==> src/rtl/break_arbiter_pkg.sv <==
// break_arbiter_pkg: break-cycle state encodings, requester count default and index width helper
package break_arbiter_pkg;
    localparam int NREQ_DEF = 4;
    typedef enum logic [2:0] {
        BI = 3'd0,
        B0 = 3'd1,
        B1 = 3'd2,
        B2 = 3'd3,
        B3 = 3'd4
    } bstate_t;
    function automatic int idx_w(input int n);
        return n > 1 ? $clog2(n) : 1;
    endfunction
endpackage

==> src/rtl/break_priority.sv <==
// break_priority: picks the first requesting index at or after start, wrapping to the lowest index
module break_priority
    import break_arbiter_pkg::*;
#(
    parameter int NREQ = NREQ_DEF,
    localparam int IW = idx_w(NREQ)
) (
    input  logic [NREQ-1:0] req,
    input  logic [IW-1:0]   start,
    output logic            valid,
    output logic [IW-1:0]   idx
);
    always_comb begin
        valid = |req;
        idx = '0;
        // wrapped candidates first, so any candidate at or above start overrides them
        for (int j = NREQ - 1; j >= 0; j--)
            if (req[j] && j < int'(start)) idx = IW'(j);
        for (int j = NREQ - 1; j >= 0; j--)
            if (req[j] && j >= int'(start)) idx = IW'(j);
    end
endmodule

==> src/rtl/break_arbiter.sv <==
// break_arbiter: PDP-8/e data-break arbiter, one four-cycle memory break per CPU major-state boundary.
// Define BREAK_RR_EN for round-robin arbitration; otherwise requester 0 has fixed highest priority.
module break_arbiter
    import break_arbiter_pkg::*;
#(
    parameter int NREQ = NREQ_DEF
) (
    input  logic              clk,
    input  logic              reset,
    input  logic              cpu_boundary,
    input  logic              cpu_halted,
    input  logic [NREQ-1:0]   brk_req,
    input  logic [NREQ-1:0]   brk_we,
    input  logic [NREQ*15-1:0] brk_addr,
    input  logic [NREQ*12-1:0] brk_wdata,
    input  logic [0:11]       mem_rdata,
    output logic              brk_hold,
    output logic              mem_sel,
    output logic [0:14]       mem_addr,
    output logic [0:11]       mem_wdata,
    output logic              mem_we,
    output logic [NREQ-1:0]   brk_ack,
    output logic [0:11]       brk_rdata
);
    localparam int IW = idx_w(NREQ);

    bstate_t state_q, state_d;
    logic [IW-1:0] win_q, win_d, ptr, grant_idx;
    logic grant_ok, grant;
    logic we_q, we_d, hold_q, hold_d, mwe_q, mwe_d;
    logic [14:0] addr_q, addr_d;
    logic [11:0] wdata_q, wdata_d, rdata_q, rdata_d;
    logic [NREQ-1:0] ack_q, ack_d;

`ifdef BREAK_RR_EN
    logic [IW-1:0] ptr_q, ptr_d;
    assign ptr = ptr_q;
    always_comb ptr_d = grant ? (grant_idx == IW'(NREQ - 1) ? '0 : grant_idx + 1'b1) : ptr_q;
    always_ff @(posedge clk) ptr_q <= reset ? '0 : ptr_d;
`else
    assign ptr = '0;
`endif

    break_priority #(.NREQ(NREQ)) u_prio (
        .req  (brk_req),
        .start(ptr),
        .valid(grant_ok),
        .idx  (grant_idx)
    );

    assign grant = state_q == BI && grant_ok && (cpu_boundary || cpu_halted);

    always_comb begin
        state_d = state_q == BI ? (grant ? B0 : BI) :
                  state_q == B0 ? B1 :
                  state_q == B1 ? B2 :
                  state_q == B2 ? B3 : BI;
        win_d   = grant ? grant_idx : win_q;
        addr_d  = grant ? brk_addr[int'(grant_idx)*15 +: 15] : addr_q;
        we_d    = grant ? brk_we[grant_idx] : we_q;
        wdata_d = grant ? brk_wdata[int'(grant_idx)*12 +: 12] : wdata_q;
        rdata_d = state_q == B2 ? mem_rdata : rdata_q;
        // outputs are registered, so they are decoded from the state being entered
        hold_d  = state_d != BI;
        mwe_d   = state_d == B2 && we_q;
        ack_d   = state_d == B3 ? NREQ'(1) << win_q : '0;
    end

    always_ff @(posedge clk) begin
        if (reset) begin
            state_q <= BI;
            win_q   <= '0;
            addr_q  <= '0;
            we_q    <= 1'b0;
            wdata_q <= '0;
            rdata_q <= '0;
            hold_q  <= 1'b0;
            mwe_q   <= 1'b0;
            ack_q   <= '0;
        end else begin
            state_q <= state_d;
            win_q   <= win_d;
            addr_q  <= addr_d;
            we_q    <= we_d;
            wdata_q <= wdata_d;
            rdata_q <= rdata_d;
            hold_q  <= hold_d;
            mwe_q   <= mwe_d;
            ack_q   <= ack_d;
        end
    end

    assign brk_hold  = hold_q;
    assign mem_sel   = hold_q;
    assign mem_addr  = addr_q;
    assign mem_wdata = wdata_q;
    assign mem_we    = mwe_q;
    assign brk_ack   = ack_q;
    assign brk_rdata = rdata_q;
endmodule
==> config.mk <==
export PLATFORM = sky130hd
export DESIGN_NAME = break_arbiter
export DESIGN_NICKNAME = d
export VERILOG_FILES = /design/src/rtl/break_arbiter_pkg.sv /design/src/rtl/break_priority.sv /design/src/rtl/break_arbiter.sv
export SDC_FILE = /design/constraint.sdc
export NUM_CORES = 1
export LEC_CHECK = 0
export ABC_AREA = 1
export CAP_MARGIN = 20
export CORE_MARGIN = 2
export CORE_UTILIZATION = 40
export DETAILED_ROUTE_END_ITERATION = 7
export PLACE_DENSITY = 0.81
export SETUP_SLACK_MARGIN = 0.3
export SLEW_MARGIN = 20
export SYNTH_ARGS = -nofsm -noshare
export SYNTH_HDL_FRONTEND = slang
export SYNTH_HIERARCHICAL = 1
export SYNTH_SLANG_ARGS = --single-unit
==> constraint.sdc <==
create_clock -name clk -period 1.5 [get_ports clk]
set_input_delay 0.15 -clock clk [delete_from_list [all_inputs] [get_ports clk]]
set_output_delay 0.15 -clock clk [all_outputs]
set_load 0.02 [all_outputs]
# [After elaboration in Yosys (flattened, before gate mapping)]
# Index checks and enable logic that the tools add are counted.
[totals] ff_bits=51 inputBits=132 output_inout_bits=46 wordCells=40
[classes] n_mul=2 n_lt_le_gt_ge=1 n_eq_ne=5 shift=3 n_mux=11 bitwise_logic=1 n_reduce_logical=8
[ops] op="$shiftx A60 B7 Y15" count=1
[ops] op="$shiftx A48 B7 Y12" count=1
[ops] op="$mux W3" count=4
[ops] op="$eq A3 B2 Y1 const B" count=3
[ops] op="$mux W2" count=4
[ops] op="$mul A2 B4 Y6 const B" count=1
[ops] op="$mul A2 B2 Y4 const B" count=1
[ops] op="$reduce_or A4 Y1" count=1
[ops] op="$shl A1 B2 Y4 const A" count=1
[ops] op="$eq A3 B1 Y1 const B" count=1
[ops] op="$eq A3 B3 Y1 const B" count=1
[ops] op="$logic_and A1 B1 Y1" count=3
[ops] op="$logic_not A3 Y1" count=1
[ops] op="$lt A2 B3 Y1 const B" count=1
[ops] op="$reduce_bool A3 Y1" count=1
[ops] op="$bmux W1 S2" count=1
[ops] op="$mux W1" count=2
[ops] op="$reduce_or A2 Y1" count=1
[ops] op="$logic_or A1 B1 Y1" count=1
[ops] op="$not A1 Y1" count=1

# [Longest topological paths before layout]
# Gate-level depths: netlist of run 1.
[logic_depth] depth_word=8 ltp_mapped=13 mapped_depth_nobuf=11

# [Modules after synthesis]
# The synthesis of run 1 kept the hierarchy.
[by_module_without_submodules] module="break_arbiter" instances=1 cells_per_inst=609 area_each_um2=3304.4 seq_area_each_um2=1021.0
[by_module_without_submodules] module="break_priority" instances=1 cells_per_inst=18 area_each_um2=90.1 seq_area_each_um2=0.0

# [Worst setup path before layout of run 1]
# No wires, ideal clock.
[synth_path] path_type="input -> register" from="input brk_req[1]" to="register addr_q[12] (netlist: mem_addr[2])" setup_time_ps=113 arrival_time_ps=1215 required_time_ps=1387 setup_slack_ps=172 stages=10 n_path_buf=2 cell_sequence="inv_1 -> or2_4 -> a21oi_2 -> buf_2 -> buf_4 -> nand2_1 -> nand3_1 -> nand2_1 -> nor2_1 -> nor2_1"
[synth_via] elab_chain_cells=4 word_cells_on_any_way=7 cone_classes="1 x mul; 1 x shift; 2 x mux; 3 x reduce/logical"
[synth_lines] item="start: declaration" line_no="break_arbiter.sv:12" source="input logic [NREQ-1:0] brk_req,"
[synth_lines] item="$mux W2 (2 in series)" line_no="break_priority.sv:20" source="if (req[j] && j >= int'(start)) idx = IW'(j);"
[synth_lines] item="named net grant_idx[0]" line_no="break_arbiter.sv:28" source="logic [IW-1:0] win_q, win_d, ptr, grant_idx;"
[synth_lines] item="$mul A2 B4 Y6" line_no="break_arbiter.sv:59" source="addr_d = grant ? brk_addr[int'(grant_idx)*15 +: 15] : addr_q;"
[synth_lines] item="$shiftx A60 B7 Y15" line_no="break_arbiter.sv:59"
[synth_lines] item="end signal: assignment" line_no="break_arbiter.sv:83" source="addr_q <= addr_d;"
[synth_lines] item="end: declaration" line_no="break_arbiter.sv:31" source="logic [14:0] addr_q, addr_d;"
# The timed path passes the listed nets, and every way through them passes these cells.
# A chain may end at the register's enable or synchronous reset.

# [Worst setup path in the final report of run 1]
[layout_path] from="input brk_req[1]" to="register addr_q[11] (netlist: mem_addr[3])"
# Same word-level chain as after synthesis.

==> impl_metrics.tcl, run 1 <==
set metrics [dict create \
    finish.instance_area_um2 6340 \
    p_int_mw 3.13 \
    ys_seq_elements 51 \
    critPathMaxFanout 6 \
    drive_gt1_share_pct 18.1 \
    leakage_nw 3.52 \
    clock_skew_ns 0.00625 \
    syn_area_um2 3390 \
    firstDrtPassIters 5 \
    drv_slew 0 \
    powerDensity_nw_per_um2 798 \
    placed_cell_area_um2 5350 \
    cts_buffer_depth 2 \
    num_io_pins 178 \
    yosysMostFrequentCell "nand2_1" \
    track_usage_pct 25.1 \
    timing.critical_path.buf_inv 7 \
    post-route-worst-setup-slack_ns 0.0972 \
    synth_cells 627 \
    path_class "in2reg" \
    synth.distinct_cells 23 \
    antenna_found_initial 0 \
    yosys_warnings 6 \
    hold_viol 0 \
    antennaDiodeCount 0 \
    coreArea_um2 8220 \
    portBuffers 177 \
    drt_iter0_markers 173 \
    gp_congestion 0.865 \
    outcome "finished clean" \
    nNetsFinal 967 \
    multi_input_area_um2 2020 \
    cpPeakStageDelay_ns 0.23 \
    die_area_um2 9240 \
    period_share_pct 93.5 \
    dieWidth_um 96.1 \
    cap_violations 0 \
    numClockSinks 51 \
    yosysTopAreaCell "dfxtp_1" \
    start_util_pct 41.3 \
    fmax_mhz 713 \
    cp.arrival_ns 1.61 \
    synthArstFlopShare_pct 0 \
    grt_pass1_vias 3994 \
    crit_chain "buf_8 -> inv_2 -> or2_4 -> a21oi_4 -> buf_6 -> buf_6 -> buf_8 -> buf_12 -> buf_16 -> nand2_4 -> nand3_2 -> nand2_1 -> nor2_1 -> nor2_1" \
    fill_cells 605 \
    sw_frac_of_total_pct 38.1 \
    seqPwrFrac_pct 32.6 \
    regArea_um2 1020 \
    final_util_pct 77.2 \
    drc_errors 0 \
    postRouteAntennaNets 0 \
    hp-class "in2reg" \
    die_y_um 96.1 \
    cp_top_family "buffers and inverters" \
    worst_setup_path_end_kind "register" \
    yosys-top-cells-area "dfxtp_1 (30%), nand2_1 (23%), inv_1 (16%), nor2_1 (10%), nand3_1 (9.0%)" \
    syn2layout_area_growth_pct 86.9 \
    synthFlopType "dfxtp_1" \
    hpwl_um 7670 \
    avgSynthCellArea_um2 5.41 \
    num_vias 4395 \
    grt_max_degree 32 \
    cts_tree "built" \
    wl_um 12400 \
    grt_overflow 0 \
    setup_viol 0 \
    cpMaxStageDelayCell "or2_4" \
    pwr-share-clk_pct 17.0 \
    critPathLaunchType "input port" \
    synth_top_area_share_pct 30.1 \
    core.rowCount 33 \
    p_comb_share_pct 50.3 \
    timing.final.crit_period_ns 1.40 \
    grt_pass1_wl_um 18100 \
    path_clk_slew_ns 0.10 \
    wl_per_cell_um 13.2 \
    insertion_delay_ns 0.31 \
    switchingPower_mw 1.93 \
    yosysSeqAreaShare_pct 30.1 \
    htree_num_levels 2 \
    critPathRequiredTime_ns 1.71 \
    viasPerCell 4.67 \
    cts_root_buf "clkbuf_8" \
    synth_enable_flop_cells 0 \
    synth_common_cells "nand2_1 (209), inv_1 (149), nor2_1 (93), nand3_1 (61), dfxtp_1 (51)" \
    pre_cts_ws_ns -0.401 \
    final.setup.tns_ns 0 \
    numCtsBuffers 5 \
    vdd_drop_max_uv 452 \
    rsz0062_at_grt "true" \
]
-- worst paths after layout --
check	end	slack (ns)	cells after the start	start
setup / recovery	mem_addr[3]	0.1	14	brk_req[1]
hold / removal	brk_rdata[9]	0.44	3	mem_rdata[9]
setup reg to reg	mem_addr[1]	0.28	8	state_q[2]
hold reg to reg	brk_ack[2]	0.47	1	win_q[0]
-- layout make-up --
type                       instances  area share (%)
multi-input combinational        398            31.9
sequential                        51            16.1
tap                              105            2.07
clock buffer                       5            1.08
inverter                         154            9.35
timing repair buffer             225            39.1
clock inverter                     3           0.414
-- metal layers --
layer  share of wire (%)  global-route usage [%]
met5                   0                       0
met4                 2.8                    9.17
met3                 6.1                    3.99
met2                  53                    44.8
met1                  38                    30.0
-- cells by family (layout without fill, tap and decap cells) --
logic type,after synthesis,after routing,share of synthesized area [%]
compound gates,17,17,2.69
buf+inv,185,387,22.8
flops,51,51,30.1
other cells,1,8,0.110
simple gates,373,373,44.3
-- worst register-to-register path, cell delays in order (launching register included) --
cell     delay, ns
dfxtp_1       0.33
inv_2         0.10
nand2_1       0.07
nor2_1        0.10
nand2_2       0.10
buf_12        0.18
nand2_1       0.08
nand2_1       0.06
nor2_1        0.13
-- stage by stage --
stage | cells | hold slack (ns) | power (mW)
3_3_place_gp | 902 | 0.436 | 3.73
6_report | 941 | 0.443 | 5.06
2_1_floorplan | 634 | 0.219 | 2.88
3_5_place_dp | 902 | 0.450 | 3.77
5_1_grt | 941 | 0.447 | 5.37
4_1_cts | 937 | 0.430 | 4.94
-- registers in the layout, summed over array words and instances, names as in the netlist --
name / count
brk_hold: 1
brk_ack: 4
win_q: 2
mem_wdata: 12
brk_rdata: 12
we_q: 1
mem_addr: 15
state_q: 3
mem_we: 1
-- cells in the final DEF (no fill, tap or decap), types with 10 or more instances in the layout --
| cell type | count |
|---|---|
| buf_4 | 17 |
| clkdlybuf4s15_1 | 10 |
| clkdlybuf4s50_1 | 127 |
| dfxtp_1 | 49 |
| dlygate4sd2_1 | 36 |
| inv_1 | 146 |
| nand2_1 | 163 |
| nand2_2 | 26 |
| nand2_4 | 21 |
| nand3_1 | 36 |
| nand3_2 | 25 |
| nor2_1 | 92 |
| o21ai_0 | 13 |
-- power by group through the flow --
stage | Combinational, mW | Sequential, mW | Clock [mW]
floorplan | 1.00 | 1.88 | 0
global placement | 2.06 | 1.67 | 0
detailed placement | 2.09 | 1.68 | 0
CTS | 2.41 | 1.65 | 0.879
global route | 2.77 | 1.67 | 0.931
finish | 2.55 | 1.65 | 0.862
-- repair_timing --
action,CTS,global route
gates resized for setup,154,54
gates cloned,11,0
hold buffers,0,0
pin swaps,87,40
buffers inserted,16,4
endpoints found under the setup margin,92,53
Note: power is estimated with default switching activity, not from simulation.
==> run 2: changes to the inputs <==
- CORE_MARGIN: 2 -> 8
==> impl_metrics.tcl, run 2 (synthesis gave the netlist of run 1 again) <==
set metrics [dict create \
    start_util_pct 41.3 \
    cp.arrival_ns 1.81 \
    grt_pass1_vias 4620 \
    cap_violations 0 \
    path_class "in2reg" \
    setup_viol 3 \
    critPathRequiredTime_ns 1.71 \
    leakage_nw 3.81 \
    p_comb_share_pct 56.4 \
    period_share_pct 106 \
    violations "setup timing" \
    seqPwrFrac_pct 28.6 \
    dp.cells 902 \
    drt_iter0_markers 338 \
    finish.instance_area_um2 7030 \
    regArea_um2 1030 \
    placed_cell_area_um2 5340 \
    cts_buffer_depth 2 \
    sw_frac_of_total_pct 39.2 \
    antenna_found_initial 0 \
    wl_per_cell_um 17.3 \
    path_clk_slew_ns 0.11 \
    final.setup.tns_ns -0.174 \
    hold_viol 0 \
    clock_skew_ns 0.0110 \
    multi_input_area_um2 2260 \
    grt_max_degree 32 \
    wl_um 16700 \
    hp-class "in2reg" \
    coreArea_um2 8220 \
    worst_setup_path_end_kind "register" \
    die_area_um2 11700 \
    gp_congestion 0.814 \
    final_cell_mix "inv_1 (145), nand2_1 (143), clkdlybuf4s50_1 (127)" \
    numClockSinks 51 \
    track_usage_pct 24.7 \
    rsz0062_at_grt "true" \
    firstDrtPassIters 5 \
    portBuffers 177 \
    vdd_drop_max_uv 488 \
    cts_root_buf "clkbuf_8" \
    finalPower_mw 5.81 \
    timing.final.crit_period_ns 1.60 \
    pwr-share-clk_pct 15.0 \
    post-route-worst-setup-slack_ns -0.0973 \
    powerDensity_nw_per_um2 826 \
    numCtsBuffers 5 \
    fmax_mhz 626 \
    drv_slew 0 \
    worst_hold_slack_ns 0.445 \
    antennaDiodeCount 0 \
    critPathMaxFanout 4 \
    grt_pass1_wl_um 22800 \
    p_int_mw 3.53 \
    switchingPower_mw 2.27 \
    htree_num_levels 2 \
    insertion_delay_ns 0.31 \
    postRouteAntennaNets 0 \
    pre_cts_ws_ns -0.423 \
    outcome "finished, violations left" \
    die_y_um 108 \
    critPathLaunchType "input port" \
    num_io_pins 178 \
    nNetsFinal 991 \
    grt_overflow 0 \
    final_util_pct 85.6 \
    final_common_cell "inv_1" \
    final_cells 965 \
    cts_tree "built" \
    num_vias 4836 \
    core.rowCount 33 \
    drc_errors 0 \
    viasPerCell 5.01 \
    largest_reg_flops 15 \
    drive_gt1_share_pct 26.0 \
    dieWidth_um 108 \
    hpwl_um 8520 \
    fill_cells 450 \
    syn2layout_area_growth_pct 107 \
]
==> run 2: changes by cell type in the layout (fill, tap and decap cells not counted), moves of 8 or more <==
cell     before  now
nand3_1      36   20
nand2_1     163  143
nand2_2      26   34
nand3_2      25   41
buf_16        9   17
nor2_2        1    9
buf_12        9   19
nand2_4      21   33
nor2_1       92   83
==> run 2: final timing paths <==
path                              startpoint      endpoint  slack [ns]  cells after the start
worst max-delay path              brk_req[0]  mem_addr[14]        -0.1                     17
worst min-delay path            mem_rdata[5]  brk_rdata[5]        0.45                      3
worst max register to register    state_q[0]  mem_wdata[2]        0.11                      9
worst min register to register      win_q[0]    brk_ack[2]        0.47                      1
==> run 2: critical path, stage by stage <==
cell     delay, ns
buf_8         0.08
inv_4         0.03
buf_6         0.11
nor3_4        0.13
buf_6         0.13
a21oi_4       0.03
buf_12        0.13
buf_12        0.12
inv_12        0.05
buf_4         0.11
buf_6         0.13
buf_16        0.11
nand2_1       0.05
nand3_1       0.10
nand2_1       0.10
nor2_1        0.18
nor2_1        0.06
==> run 2: power by group through the flow <==
stage          Clock, mW  Sequential (mW)  Combinational [mW]
3_3_place_gp           0             1.67                2.06
2_1_floorplan          0             1.88                1.00
5_1_grt            0.925             1.68                3.49
4_1_cts            0.874             1.65                2.86
6_report           0.871             1.66                3.28
3_5_place_dp           0             1.68                2.10
==> run 2: area by class of cell <==
class	instances	share of cell area (%)
well taps	105	1.87
multi-input cells	399	32.2
repair inverters	1	0.107
repair buffers	247	41.3
flip-flops and latches	51	14.6
clock buffers	5	0.978
clock inverters	3	0.409
inverters	154	8.59
==> run 2: layer usage <==
layer	share of wire (%)	routed length (um)	GRT usage [%]
met5	0	0	0
met4	6.6	1100	13.5
met3	8.7	1450	5.83
met2	51	8480	45.2
met1	34	5650	25.4
==> run 2: repair_timing <==
action,in CTS,in global routing
hold buffers,0,0
pin swaps,65,46
gates resized for setup,167,116
setup buffers,24,10
gates cloned,18,3
endpoints found under the setup margin,92,52
